<file path="src/rtl/pwm_duty_monitor_if.sv">
// Measurement record bus of pwm_duty_monitor: show-ahead head record, handshake and status.
interface pwm_duty_monitor_if #(
   parameter int unsigned DEPTH = 4,
   parameter int unsigned CNT_W = 9
);
   localparam int unsigned LW = $clog2(DEPTH + 1);

   logic [CNT_W-1:0] meas_high;
   logic [CNT_W-1:0] meas_len;
   logic             meas_valid;
   logic             meas_ready;
   logic [LW-1:0]    meas_level;
   logic             overflow;

   modport master (
      output meas_high,
      output meas_len,
      output meas_valid,
      output meas_level,
      output overflow,
      input  meas_ready
   );

   modport slave (
      input  meas_high,
      input  meas_len,
      input  meas_valid,
      input  meas_level,
      input  overflow,
      output meas_ready
   );
endinterface

</file>
<file path="src/rtl/pwm_duty_monitor.sv">
// Measures high-time and length of each PWM period and queues {high,len} records in a
// show-ahead FIFO with a sticky overflow flag.
module pwm_duty_monitor #(
   parameter int unsigned DEPTH = 4,
   parameter int unsigned CNT_W = 9
) (
   input  logic               clk_i,
   input  logic               reset_i,
   input  logic               pwm_en_i,
   input  logic               pwm_period_i,
   input  logic               pwm_out_i,
   pwm_duty_monitor_if.master meas
);
   localparam int unsigned AW = (DEPTH > 1) ? $clog2(DEPTH) : 1;
   localparam int unsigned LW = $clog2(DEPTH + 1);
   localparam int unsigned RW = 2 * CNT_W;

   localparam logic [1:0] StIdle    = 2'd0;
   localparam logic [1:0] StSync    = 2'd1;
   localparam logic [1:0] StMeasure = 2'd2;

   localparam logic [CNT_W-1:0] CntOne  = CNT_W'(1);
   localparam logic [CNT_W-1:0] CntMax  = {CNT_W{1'b1}};
   localparam logic [LW-1:0]    LvlOne  = LW'(1);
   localparam logic [LW-1:0]    LvlFull = LW'(DEPTH);
   localparam logic [AW-1:0]    PtrOne  = AW'(1);

   logic [1:0]       state_q, state_d;
   logic [CNT_W-1:0] len_q, len_d;
   logic [CNT_W-1:0] high_q, high_d;
   logic             push;

   logic [RW-1:0]    mem_q [DEPTH];
   logic [AW-1:0]    wptr_q, wptr_d;
   logic [AW-1:0]    rptr_q, rptr_d;
   logic [LW-1:0]    count_q, count_d;
   logic             ovf_q, ovf_d;
   logic             valid, full, pop, do_push;
   logic [RW-1:0]    head;

   always_comb begin
      state_d = state_q;
      len_d   = len_q;
      high_d  = high_q;
      push    = 1'b0;
      // Losing enable abandons the current period, even on a pulse cycle.
      if (!pwm_en_i) begin
         state_d = StIdle;
         len_d   = '0;
         high_d  = '0;
      end else begin
         case (state_q)
            StIdle: state_d = StSync;
            StSync: begin
               if (pwm_period_i) begin
                  state_d = StMeasure;
                  len_d   = CntOne;
                  high_d  = CNT_W'(pwm_out_i);
               end
            end
            StMeasure: begin
               if (pwm_period_i) begin
                  push   = 1'b1;
                  len_d  = CntOne;
                  high_d = CNT_W'(pwm_out_i);
               end else begin
                  len_d  = (len_q == CntMax) ? len_q : len_q + CntOne;
                  high_d = (pwm_out_i && (high_q != CntMax)) ? high_q + CntOne : high_q;
               end
            end
            default: state_d = StIdle;
         endcase
      end
   end

   assign valid   = (count_q != '0);
   assign full    = (count_q == LvlFull);
   assign pop     = valid & meas.meas_ready;
   // A full FIFO still accepts a record when the head leaves in the same cycle.
   assign do_push = push & (~full | pop);
   assign head    = mem_q[rptr_q];

   always_comb begin
      wptr_d  = do_push ? wptr_q + PtrOne : wptr_q;
      rptr_d  = pop ? rptr_q + PtrOne : rptr_q;
      ovf_d   = ovf_q | (push & ~do_push);
      count_d = count_q;
      case ({do_push, pop})
         2'b10:   count_d = count_q + LvlOne;
         2'b01:   count_d = count_q - LvlOne;
         default: count_d = count_q;
      endcase
   end

   always_ff @(posedge clk_i) begin
      if (reset_i) begin
         state_q <= StIdle;
         len_q   <= '0;
         high_q  <= '0;
         wptr_q  <= '0;
         rptr_q  <= '0;
         count_q <= '0;
         ovf_q   <= 1'b0;
      end else begin
         state_q <= state_d;
         len_q   <= len_d;
         high_q  <= high_d;
         wptr_q  <= wptr_d;
         rptr_q  <= rptr_d;
         count_q <= count_d;
         ovf_q   <= ovf_d;
      end
   end

   always_ff @(posedge clk_i) begin
      if (!reset_i && do_push) begin
         mem_q[wptr_q] <= {high_q, len_q};
      end
   end

   // Record fields read as zero while the FIFO is empty.
   assign meas.meas_high  = valid ? head[RW-1:CNT_W] : '0;
   assign meas.meas_len   = valid ? head[CNT_W-1:0] : '0;
   assign meas.meas_valid = valid;
   assign meas.meas_level = count_q;
   assign meas.overflow   = ovf_q;
endmodule

</file>
<file path="src/flat_wrapper.sv">
// flat-port wrapper written by rule: the top's interface ports become plain ports
module pwm_duty_monitor_flat 
#(
   parameter int unsigned DEPTH = 4,
   parameter int unsigned CNT_W = 9
)
  (clk_i, reset_i, pwm_en_i, pwm_period_i, pwm_out_i, meas_meas_high, meas_meas_len, meas_meas_valid, meas_meas_level, meas_overflow, meas_meas_ready);
  pwm_duty_monitor_if #(.DEPTH(DEPTH), .CNT_W(CNT_W)) meas_i ();
  input  logic clk_i;
  input  logic reset_i;
  input  logic pwm_en_i;
  input  logic pwm_period_i;
  input  logic pwm_out_i;
  output wire logic [$bits(meas_i.meas_high)-1:0] meas_meas_high;
  output wire logic [$bits(meas_i.meas_len)-1:0] meas_meas_len;
  output wire logic [$bits(meas_i.meas_valid)-1:0] meas_meas_valid;
  output wire logic [$bits(meas_i.meas_level)-1:0] meas_meas_level;
  output wire logic [$bits(meas_i.overflow)-1:0] meas_overflow;
  input wire logic [$bits(meas_i.meas_ready)-1:0] meas_meas_ready;
  assign meas_meas_high = meas_i.meas_high;
  assign meas_meas_len = meas_i.meas_len;
  assign meas_meas_valid = meas_i.meas_valid;
  assign meas_meas_level = meas_i.meas_level;
  assign meas_overflow = meas_i.overflow;
  assign meas_i.meas_ready = meas_meas_ready;
  pwm_duty_monitor #(.DEPTH(DEPTH), .CNT_W(CNT_W)) u_core (.clk_i(clk_i), .reset_i(reset_i), .pwm_en_i(pwm_en_i), .pwm_period_i(pwm_period_i), .pwm_out_i(pwm_out_i), .meas(meas_i));
endmodule
</file>
<file path="config.mk">
export PLATFORM = sky130hd
export DESIGN_NAME = pwm_duty_monitor_flat
export DESIGN_NICKNAME = d
export VERILOG_FILES = /design/src/rtl/pwm_duty_monitor_if.sv /design/src/rtl/pwm_duty_monitor.sv /design/src/flat_wrapper.sv
export SDC_FILE = /design/constraint.sdc
export NUM_CORES = 1
export LEC_CHECK = 0
export ABC_AREA = 1
export ABC_CLOCK_PERIOD_IN_PS = 3820
export CORE_ASPECT_RATIO = 0.5
export CORE_MARGIN = 1.5
export CORE_UTILIZATION = 50
export CTS_BUF_LIST = sky130_fd_sc_hd__clkbuf_8
export DETAILED_ROUTE_END_ITERATION = 7
export GPL_TIMING_DRIVEN = 0
export HOLD_SLACK_MARGIN = 0.02
export PLACE_DENSITY = 0.68
export SLEW_MARGIN = 5
export SYNTH_ARGS = -nofsm -noshare
export SYNTH_HDL_FRONTEND = slang
export SYNTH_SLANG_ARGS = --single-unit
</file>
<file path="constraint.sdc">
create_clock -name clk_i -period 3.82 [get_ports clk_i]
set_clock_uncertainty 0.2 [all_clocks]
set_input_delay 0.573 -clock clk_i [delete_from_list [all_inputs] [get_ports clk_i]]
set_output_delay 0.573 -clock clk_i [all_outputs]
set_load 0.02 [all_outputs]
</file>
Word level (Yosys, flattened, before mapping). Memories as Yosys holds them, arrays and structs flattened. A register that Yosys moved wholly into a read port is not among the register bits. Cells that the tools add are included.

Output and inout port bits: 23. Input port bits: 6. Memories kept: 1. Bits in writable memories: 72. Flip-flop bits (word level): 28.

Mux-type cells: 20. Bitwise operators: 9. Eq/ne operators: 10. Reductions and logical operators: 11. Add/sub/neg operators: 6.

Memories: u_core.mem_q (words 4, width 18, read ports 1, clocked after Yosys merged registers in 1, wr ports 1, line pwm_duty_monitor.sv:33) `logic [RW-1:0] mem_q [DEPTH];`.

Operators by type and width (number): $mux W9 (8); $pmux W9 S2 (2); $add A9 B1 Y9 const B (2); $eq A9 B9 Y1 const B (1); $ne A9 B9 Y1 const B (1); $mux W2 (3); $pmux W2 S3 (1); $pmux W3 S2 (1); $reduce_and A3 Y1 (2); $mux W1 (5); $add A2 B1 Y2 const B (2); $eq A2 B1 Y1 const B (2); $eq A2 B2 Y1 const B (2); $not A1 Y1 (4); $reduce_bool A2 Y1 (2); $add A3 B1 Y3 const B (1); $and A1 B1 Y1 (3); $eq A3 B3 Y1 const B (1); $ne A3 B2 Y1 const B (1); $ne A3 B3 Y1 const B (1); $reduce_bool A3 Y1 (1); $sub A3 B1 Y3 const B (1); $logic_and A1 B1 Y1 (2); $logic_not A2 Y1 (1); other kinds (5) (6).

Logic depth before layout (Yosys ltp). Gate-level depths: netlist of run 1.

Depth in word-level cells: 7. Gate-level depth with buffers: 15.

Least setup slack after synthesis of run 1. No wires, ideal clock.

Kind: register -> register. Start point: reg u_core.state_q[0]. End point: mem u_core.mem_q[0][0] (netlist bit) (enable). Path slack: 1.326 ns. Path buffers: 0. Arrival: 1.902 ns. Period minus slack after synthesis: 2.494 ns. Stages on the path, launching flop included: 7. Required time: 3.227 ns. Path through: dfxtp_1 > inv_1 > ha_1 > nand3_1 > a31oi_2 > nand2_1 > nor2_1.

Cells in the longest elaborated chain, start to end: 7.

RTL lines: from (decl) (line pwm_duty_monitor.sv:28) `logic [1:0] state_q, state_d;`; from (signal assigned) (line pwm_duty_monitor.sv:97) `state_q <= StIdle;`; from (signal assigned) (line pwm_duty_monitor.sv:105) `state_q <= state_d;`; $eq A2 B2 Y1 (line pwm_duty_monitor.sv:52) `case (state_q)`; $mux W1 (line pwm_duty_monitor.sv:52); $mux W1 (line pwm_duty_monitor.sv:47) `if (!pwm_en_i) begin`; $and A1 B1 Y1 (line pwm_duty_monitor.sv:80) `assign do_push = push & (~full | pop);`; $logic_and A1 B1 Y1 (line pwm_duty_monitor.sv:116) `if (!reset_i && do_push) begin`; $mux W1 (line pwm_duty_monitor.sv:116); $mux W1 (implied by the code) (line pwm_duty_monitor.sv:117) `mem_q[wptr_q] <= {high_q, len_q};`; to (decl) (line pwm_duty_monitor.sv:33).

Every way passes these cells.

==> results of run 1 <==
-- state kept, by name, summed over array words and instances (netlist names), named ones only --
register / count
u_core.high_q: 9
u_core.rptr_q: 2
u_core.state_q: 2
u_core.wptr_q: 2
u_core.meas.meas_level: 3
u_core.meas.overflow: 1
u_core.mem_q: 72
u_core.len_q: 9
-- tightest hold or removal path: stages, from the launching register on --
cell	delay, ns
dfxtp_1	0.31
inv_1	0.06
a21oi_1	0.07
-- kinds of logic (layout without fill, tap and decap cells) --
family          after synthesis  in the layout  share of synthesized area [%]
buf+inv                      55            103                          4.886
fa+ha+maj                    13             13                          3.979
compound gates               94             94                          11.47
simple gates                159            159                          14.86
xor+xnor                      1              1                         0.2048
flops                       102            102                          64.60
-- power by group through the flow --
stage	Clock [mW]	Sequential [mW]	Combinational (mW)
2_1_floorplan	0	1.25	0.491
3_3_place_gp	0	1.24	0.866
3_5_place_dp	0	1.24	0.877
4_1_cts	0.618	1.22	0.881
5_1_grt	0.662	1.22	0.961
6_report	0.604	1.22	0.880
-- area by class of cell --
class	count	area, um2	share of cell area [%]
repair buffers	32	340.3	6.888
plain buffers	11	43.79	0.8863
multi-input cells	267	1315	26.61
flip-flops and latches	102	2763	55.91
inverters	44	165.2	3.343
clock inverters	7	50.05	1.013
clock buffers	9	123.9	2.507
well taps	112	140.1	2.836
-- worst paths after layout --
check | from | endpoint | slack, ns | depth (start not counted)
hold reg to reg | u_core.rptr_q[1] | u_core.rptr_q[1] | 0.27 | 2
setup reg to reg | u_core.state_q[0] | u_core.mem_q[2][6] | 1.23 | 7
setup / recovery | flip-flop | meas_meas_high[4] | 0.37 | 7
hold / removal | u_core.rptr_q[1] | u_core.rptr_q[1] | 0.27 | 2
-- routing by layer --
layer / vias to the layer above / track usage [%] / wire, um
li1: 1519 / - / -
met1: 1385 / 28.14 / 4228
met2: 75 / 34.02 / 3826
met3: 10 / 5.852 / 527
met4: 0 / 7.337 / 132
met5: - / 0 / 0
-- through the flow --
step,total power [mW],setup slack [ns],cell area [um2],utilization (%)
floorplan,1.744,1.326,4277,-
global placement,2.108,-0.06548,4697,57.67
detailed placement,2.120,0.6960,4767,58.53
CTS,2.717,0.3810,4941,60.67
global route,2.846,0.2059,4941,60.67
finish,2.702,0.3708,4941,60.67
-- cell usage in the layout (no fill, tap or decap), types with 5 or more instances in the layout --
master | synthesis | routed
inv_1 | 38 | 39
clkbuf_8 | 0 | 9
clkbuf_1 | 6 | 6
a21oi_1 | 38 | 38
o21ai_0 | 49 | 49
dfxtp_1 | 30 | 30
nor2_2 | 1 | 5
nor3_1 | 6 | 6
nand2_1 | 36 | 36
nand3_1 | 15 | 15
ha_1 | 12 | 12
nor2_1 | 98 | 94
clkdlybuf4s50_1 | 0 | 28
edfxtp_1 | 72 | 72
==> metrics, run 1 <==
CORE AREA 8144 um2; Initial Util a little over half; Final HPWL DP between 6000 and 7000 um; post-synth top area cell edfxtp_1; Rows 23; startpoint types flip-flop; # IOs 29; Clock transition at path regs ~0.080 ns; Synth Instances approximately 420; Vias around 3000; CP arrival about 2.7 ns; Crit. End Element primary output; Psw approximately 0.94 mW; top cells by area, synth edfxtp_1, dfxtp_1, nor2_1; worst stage delay on the critical path just over 0.6 ns; DR vias/cell ~5.1; clock power share 22.4%; Max Slew Vio Count 0; total iterations of the first detailed-routing run 5; cts hold-fix bufs 0; sequential area share after synthesis ~65%; Area growth syn-to-layout 15.54%; Warnings, synthesis 0; I/O Buffers 28; Non-Filler Instances 584; Antenna Cells 0; Fill cells around 700; final hold slack ~0.27 ns; clk buf depth 2; die area roughly 9200 um2; Num Clock Sinks approximately 100; ys async rst share 0%; Peak Freq 0.2899 GHz; Post-synth EDFFs 72; Crit path buffers/inverters 4; Logic pwr share approximately a third; aggregate routed wire length ~8700 um; Post-Synthesis Net Count 443; post-synth cell types 25; Final period util between 90% and 100%; synthesized flop and latch total 102; Final #Nets roughly 490; largest net degree at the start of global routing 18; crit-path cells buf_2 -> clkinv_1 -> clkbuf_1 -> nor2_1 -> o21ai_0 -> a21oi_1 -> clkdlybuf4s50_1; Main synth FF type edfxtp_1; placed instance count ~570; CP delay by family, top buffers and inverters; Mapped Area between 4000 and 5000 um2; Slew @ Worst Pin between 0.5 and 0.6 ns; number of post-CTS setup repair buffers 0; RSZ-0062 raised after global routing no; peak supply drop 0.5070 mV; cell area power density 546.9 nW/um2; initial antenna violation count 0; final hold viol count 0; worst min-delay path class flip-flop to flip-flop; part of the power in registers 45.1%; gpl congestion 0.8104; CTS tree yes; Slowest-stage cell, CP clkdlybuf4s50_1; drt drc 0; cell internal power dissipation 1.758 mW; Commonest cells post-synth nor2_1, edfxtp_1, o21ai_0, a21oi_1, inv_1; Tmin final between 3 and 4 ns; Die W around 130 um; share of the synthesized area in the top cell type between 50% and 60%; Worst slew margin 61.25%; Req. time, crit path between 3 and 4 ns; 1st-iter DRT viols 238; layout cells sized above 1 roughly 6.6%; Inserted Clock Buffers 9; synthesized area per cell ~10 um2; setup TNS 0 ns; most frequent cell after synthesis nor2_1; Remaining Overflow, GRT 0; max-cap violations 0; # setup viols final 0; worst skew pair latency between 0.3 and 0.4 ns; routed length per instance 14.92 um; kind of critical path flip-flop to primary output; CP max FO 10; GRT Total Usage a little over a fifth; die height just under 70 um; Sw Ratio a little over a third; clock root buffer clkbuf_8; CTS resizes 0; vias in the first global route approximately 2800; global-route wire length before repair about 14000 um; H-tree depth 3; outcome finished, final reports clean; Static Leak roughly 1.7 nW; DRT antenna net count 0
Note: power is estimated with default switching activity, not from simulation.
==> run 2, diff against run 1 <==
==> constraint.sdc (replaced) <==
create_clock -name clk_i -period 3.82 [get_ports clk_i]
set_clock_uncertainty 0.2 [all_clocks]
set_input_delay 0.573 -clock clk_i [delete_from_list [all_inputs] [get_ports clk_i]]
set_output_delay 0.573 -clock clk_i [all_outputs]
set_load 0.005 [all_outputs]
==> results of run 2 <==
Same layout as run 1 (identical final DEF). Status: finished, final reports clean.
Among the figures that moved: setup slack after layout 0.3708 ns -> 0.4743 ns; total power 2.702 mW -> 2.563 mW; worst IR drop on VDD 0.5070 mV -> 0.4108 mV
